[config.mk]
export PLATFORM = sky130hd
export DESIGN_NAME = yutorina_bus_if
export DESIGN_NICKNAME = d
export VERILOG_FILES = /design/src/rtl/yutorina_bus_if_pkg.sv /design/src/rtl/yutorina_bus_if.sv
export SDC_FILE = /design/constraint.sdc
export NUM_CORES = 1
export LEC_CHECK = 0
export ABC_CLOCK_PERIOD_IN_PS = 5200
export BUFFER_PORTS_ARGS = -buffer_cell sky130_fd_sc_hd__buf_2
export CORE_AREA = 3 3 107 109
export DETAILED_ROUTE_END_ITERATION = 7
export DIE_AREA = 0 0 110 112
export GPL_TIMING_DRIVEN = 1
export PLACE_DENSITY_LB_ADDON = 0.05
export SETUP_SLACK_MARGIN = 0.2
export SLEW_MARGIN = 0
export SYNTH_ARGS = -nofsm -noshare
export SYNTH_HDL_FRONTEND = slang
export SYNTH_SLANG_ARGS = --single-unit
[constraint.sdc]
create_clock -name clock -period 5.2 [get_ports clock]
set_input_delay 0.52 -clock clock [delete_from_list [all_inputs] [get_ports clock]]
set_output_delay 0.52 -clock clock [all_outputs]
set_load 0.1 [all_outputs]
[src/rtl/yutorina_bus_if_pkg.sv]
// Shared definitions for the yutorina memory-access initiator: widths, SPM region,
// active-low enable levels, access direction codes and the bus FSM state encoding.
package yutorina_bus_if_pkg;

    localparam int DEF_ADDR_W     = 30;
    localparam int DEF_DATA_W     = 32;
    localparam int DEF_SPM_ADDR_W = 12;

    localparam int REGION_W = 3;
    localparam logic [REGION_W-1:0] DEF_SPM_REGION = 3'b011;

    localparam logic YUTORINA_ENABLE_  = 1'b0;
    localparam logic YUTORINA_DISABLE_ = 1'b1;
    localparam logic YUTORINA_READ     = 1'b1;
    localparam logic YUTORINA_WRITE    = 1'b0;

    typedef enum logic [1:0] {
        BUS_IF_IDLE    = 2'd0,
        BUS_IF_REQUEST = 2'd1,
        BUS_IF_ACCESS  = 2'd2,
        BUS_IF_STALL   = 2'd3
    } bus_if_state_e;

    // The top address bits select the target memory region.
    function automatic logic region_hit(input logic [REGION_W-1:0] region,
                                        input logic [REGION_W-1:0] target);
        return (region == target);
    endfunction

endpackage

[src/rtl/yutorina_bus_if.sv]
// Memory-access initiator: SPM accesses go straight to the scratchpad port, all
// other accesses run the request/grant/strobe/ready handshake on the external bus.
module yutorina_bus_if
    import yutorina_bus_if_pkg::*;
#(
    parameter int ADDR_W                   = DEF_ADDR_W,
    parameter int DATA_W                   = DEF_DATA_W,
    parameter int SPM_ADDR_W               = DEF_SPM_ADDR_W,
    parameter logic [REGION_W-1:0] SPM_REGION = DEF_SPM_REGION
) (
    input  logic                  clock,
    input  logic                  reset,
    input  logic                  stall,
    input  logic                  flush,
    input  logic [ADDR_W-1:0]     address,
    input  logic                  address_strobe_,
    input  logic                  read_write,
    input  logic [DATA_W-1:0]     write_data,
    output logic [DATA_W-1:0]     read_data,
    output logic                  busy,
    output logic [SPM_ADDR_W-1:0] spm_address,
    output logic                  spm_address_strobe_,
    output logic                  spm_read_write,
    output logic [DATA_W-1:0]     spm_write_data,
    input  logic [DATA_W-1:0]     spm_read_data,
    output logic                  bus_request_,
    input  logic                  bus_grant_,
    output logic [ADDR_W-1:0]     bus_address,
    output logic                  bus_address_strobe_,
    output logic                  bus_read_write,
    output logic [DATA_W-1:0]     bus_write_data,
    input  logic [DATA_W-1:0]     bus_read_data,
    input  logic                  bus_ready_
);

    bus_if_state_e     state_r;
    bus_if_state_e     next_state_s;
    logic [DATA_W-1:0] rd_buf_r;
    logic              spm_hit_s;
    logic              access_s;
    logic              launch_s;

    assign spm_hit_s      = region_hit(address[ADDR_W-1 -: REGION_W], SPM_REGION);
    assign access_s       = (address_strobe_ == YUTORINA_ENABLE_) && !flush;
    assign launch_s       = access_s && !spm_hit_s;
    assign spm_address    = address[SPM_ADDR_W-1:0];
    assign spm_read_write = read_write;
    assign spm_write_data = write_data;

    // Next-state decode plus the combinational read_data/busy/SPM strobe outputs.
    always_comb begin
        next_state_s        = state_r;
        read_data           = '0;
        busy                = 1'b0;
        spm_address_strobe_ = YUTORINA_DISABLE_;
        case (state_r)
            BUS_IF_IDLE: begin
                if (spm_hit_s) begin
                    // SPM registers its address, so this word answers last cycle's access.
                    read_data = spm_read_data;
                    if (access_s) begin
                        spm_address_strobe_ = YUTORINA_ENABLE_;
                    end else begin
                        spm_address_strobe_ = YUTORINA_DISABLE_;
                    end
                end else if (launch_s) begin
                    busy         = 1'b1;
                    next_state_s = BUS_IF_REQUEST;
                end else begin
                    busy = 1'b0;
                end
            end
            BUS_IF_REQUEST: begin
                busy = 1'b1;
                if (flush) begin
                    next_state_s = BUS_IF_IDLE;
                end else if (bus_grant_ == YUTORINA_ENABLE_) begin
                    next_state_s = BUS_IF_ACCESS;
                end else begin
                    next_state_s = BUS_IF_REQUEST;
                end
            end
            BUS_IF_ACCESS: begin
                if (bus_ready_ == YUTORINA_ENABLE_) begin
                    read_data    = bus_read_data;
                    busy         = 1'b0;
                    next_state_s = stall ? BUS_IF_STALL : BUS_IF_IDLE;
                end else begin
                    busy = 1'b1;
                end
            end
            BUS_IF_STALL: begin
                read_data = rd_buf_r;
                if (!stall) begin
                    next_state_s = BUS_IF_IDLE;
                end else begin
                    next_state_s = BUS_IF_STALL;
                end
            end
            default: begin
                next_state_s = BUS_IF_IDLE;
            end
        endcase
    end

    // FSM state register.
    always_ff @(posedge clock) begin
        if (reset) begin
            state_r <= BUS_IF_IDLE;
        end else begin
            state_r <= next_state_s;
        end
    end

    // Registered bus-side outputs and the read buffer that serves STALL.
    always_ff @(posedge clock) begin
        if (reset) begin
            bus_request_        <= YUTORINA_DISABLE_;
            bus_address_strobe_ <= YUTORINA_DISABLE_;
            bus_address         <= '0;
            bus_read_write      <= YUTORINA_READ;
            bus_write_data      <= '0;
            rd_buf_r            <= '0;
        end else begin
            case (state_r)
                BUS_IF_IDLE: begin
                    if (launch_s) begin
                        bus_request_   <= YUTORINA_ENABLE_;
                        bus_address    <= address;
                        bus_read_write <= read_write;
                        bus_write_data <= write_data;
                    end
                end
                BUS_IF_REQUEST: begin
                    if (flush) begin
                        bus_request_ <= YUTORINA_DISABLE_;
                    end else if (bus_grant_ == YUTORINA_ENABLE_) begin
                        bus_address_strobe_ <= YUTORINA_ENABLE_;
                    end
                end
                BUS_IF_ACCESS: begin
                    // An issued transfer always completes; flush has no say here.
                    if (bus_ready_ == YUTORINA_ENABLE_) begin
                        bus_request_        <= YUTORINA_DISABLE_;
                        bus_address_strobe_ <= YUTORINA_DISABLE_;
                        if (bus_read_write == YUTORINA_READ) begin
                            rd_buf_r <= bus_read_data;
                        end
                    end
                end
                default: begin
                end
            endcase
        end
    end

endmodule

==> flow_metrics.py <==
metrics = {
    "detailed_routing": {
        "totalWireLength_um": 13420,
        "wl_per_cell_um": 14.47,
        "route.detailed.drc": 0,
        "highest_layer": "met4",
        "via_per_inst": 5.010,
        "met1Wirelength_um": 5260,
        "drtAntennaViolNets": 0,
        "routed-via-count": 4644,
        "dr.first_iter.drc_count": 551,
        "wl_met2_um": 6546,
        "firstDrtPassIters": 7,
        "wl_met3_um": 1345,
    },
    "critical_path": {
        "cp.required_ns": 4.68,
        "critPathKind": "reg2out",
        "cp-startpoint": "state_r[0]$_SDFFE_PP0P_",
        "reg2reg_from": "state_r[0]$_SDFFE_PP0P_",
        "crit_arrival_ns": 3.00,
        "start_kind": "flop",
        "worst-path-max-fanout": 34,
        "end_kind": "output pin",
    },
    "synthesis": {
        "yosysTopAreaCell": "dfxtp_1",
        "ys_ff_latch": 99,
        "yosysSeqAreaShare": 0.4459,
        "post_synth_inst_count": 580,
        "ys_top_cells_by_area": "dfxtp_1 45%, nand2_1 16%, a21oi_1 11%",
        "syn_area_per_cell_um2": 7.663,
        "netlist_area_mm2": 0.004444,
        "synth_cell_types": 28,
        "synth_top_area_share": 0.4459,
        "synth_nets": 721,
        "yosys_warnings": 0,
    },
    "global_routing": {
        "grt_antenna_before_repair": 1,
        "first_global_vias": 4110,
        "grtUsageTotal": 0.2028,
        "grt_pass1_wl_um": 20020,
        "grt_overflow": 0,
        "grt_max_degree": 64,
    },
    "layout": {
        "final_common_cell": "buf_2",
        "final_core_util": 0.5411,
        "layout-drive-gt1-share": 0.3830,
        "design_area_mm2": 0.005788,
        "instances_no_fill": 927,
        "nets": 922,
        "layout_common_cells": "277 x buf_2, 194 x nand2_1, 99 x dfxtp_1, 98 x a21oi_1, 35 x nor2_1",
        "syn2layout_area_growth_pct": 30.24,
    },
    "sta": {
        "tightest_slew_ns": 1.261,
        "period_share": 0.6762,
        "final-max-slew-violation-count": 0,
        "grt_setup_unrepaired": "no",
        "fin_skew_ns": 0.01116,
        "fmax_ghz": 0.2844,
        "finalSetupTns_ns": 0,
        "setup_viol": 0,
        "max-slew-margin-rel": 0.1585,
        "period_minus_slack_ns": 3.516,
        "hold_viol": 0,
    },
    "floorplanning": {
        "die_w_um": 110,
        "coreArea_mm2": 0.01070,
        "die_area_mm2": 0.01232,
        "row_count": 38,
        "start_util": 0.4154,
        "io_pins": 278,
        "die_h_um": 112,
    },
    "clock_network": {
        "clk_path_buf_depth": 2,
        "numCtsBuffers": 9,
        "cts-root-buf": "clkbuf_8",
        "clock_sinks": 99,
        "htreeDepth": 3,
        "hold_buffers": 0,
        "cts_tree": "built",
        "post-cts-setup-buffers": 0,
        "clk_pin_slew_ns": 0.09,
        "cts_resized": 0,
        "clock_latency_ns": 0.35,
    },
    "placed_design": {
        "place_area_mm2": 0.005512,
        "gp_congestion": 0.7616,
        "port_buffers": 277,
        "dp_hpwl_um": 9711,
        "dp.cells": 910,
    },
    "worst_hold_path": {
        "hold_class": "in2reg",
        "holdCritStartpoint": "read_write",
    },
    "power_and_ir_drop": {
        "leakagePower_nw": 2.694,
        "ir_worst_vdd_mv": 0.1723,
        "power.density_mw_per_mm2": 360.6,
    },
    "run": {
        "max_cap_viol_count": 0,
    },
    "outcome": {
        "status": "completed",
    },
}
-- state kept, by name, indices dropped and copies added, names as in the netlist --
signal,count
state_r,2
bus_request_,1
bus_address,30
bus_read_write,1
bus_write_data,32
rd_buf_r,32
bus_address_strobe_,1
-- per-stage QoR --
stage          setup WS, ns  hold WS, ns  power (mW)
2_1_floorplan         2.060       0.4360       1.352
3_3_place_gp          2.102       0.4392       1.460
3_5_place_dp          2.033       0.4430       1.462
4_1_cts               1.624       0.3684       2.111
5_1_grt               1.420       0.3720       2.172
6_report              1.684       0.3907       2.087
-- worst max-delay path, stage by stage (launching register included) --
cell,delay (ns)
dfxtp_1,0.35
inv_1,0.15
ha_1,0.22
and4b_1,1.06
a222oi_1,0.24
nor2_1,0.16
buf_2,0.45
-- path summary, 6_finish.rpt --
| path | endpoint | slack, ns | depth (start not counted) |
|---|---|---|---|
| setup / recovery | read_data[0] | 1.68 | 6 |
| hold / removal | bus_read_write$_SDFFE_PP1P_ | 0.39 | 3 |
| setup reg to reg | state_r[0]$_SDFFE_PP0P_ | 2.65 | 6 |
| hold reg to reg | bus_write_data[3]$_SDFFE_PP0P_ | 0.45 | 2 |
-- report_power, final --
part           leakage [nW]  internal, mW  switching, mW
Clock                 0.133         0.382          0.264
Combinational          1.76         0.109          0.530
Sequential            0.804         0.787         0.0147
Total                  2.69          1.28          0.809
-- area by class of cell --
cell class / instances / area [µm²]
clock inverters: 6 / 136.4
well taps: 140 / 175.2
fillers: 1055 / 4910
inverters: 3 / 11.26
clock buffers: 10 / 137.6
diodes: 1 / 2.502
repair buffers: 281 / 1416
multi-input cells: 387 / 1927
flip-flops and latches: 99 / 1982
-- layer usage --
| metal | vias up | global-route usage |
|---|---|---|
| li1 | 2311 | - |
| met4 | 0 | 0.07149 |
| met1 | 2082 | 0.2493 |
| met2 | 233 | 0.3439 |
| met5 | - | 0 |
| met3 | 18 | 0.04580 |
-- cells in the mapped netlist (all sizes together) --
cell / number
nor2: 35
a211oi: 1
nand3b: 3
dfxtp: 99
o21a: 1
and4b: 1
nand2b: 1
mux2i: 2
and2: 1
inv: 3
nand2: 194
a2111oi: 1
nor3: 1
a21oi: 98
nor2b: 3
clkbuf: 31
ha: 7
nand3: 1
and3: 1
or3: 1
o21ai: 2
o211ai: 1
a222oi: 32
buf: 60
-- logic make-up (layout without fill, tap and decap cells) --
| family | Yosys count | in the layout | share of synthesized area |
|---|---|---|---|
| AND/OR/NAND/NOR | 242 | 242 | 0.2157 |
| other | 0 | 1 | 0 |
| adder cells (fa/ha/maj) | 7 | 7 | 0.01971 |
| buffers and inverters | 94 | 300 | 0.1225 |
| multiplexers | 2 | 2 | 0.004505 |
| AO/OA/AOI/OAI | 136 | 136 | 0.1917 |
| flip-flops | 99 | 99 | 0.4459 |
Power figures use the tool's default switching activity.
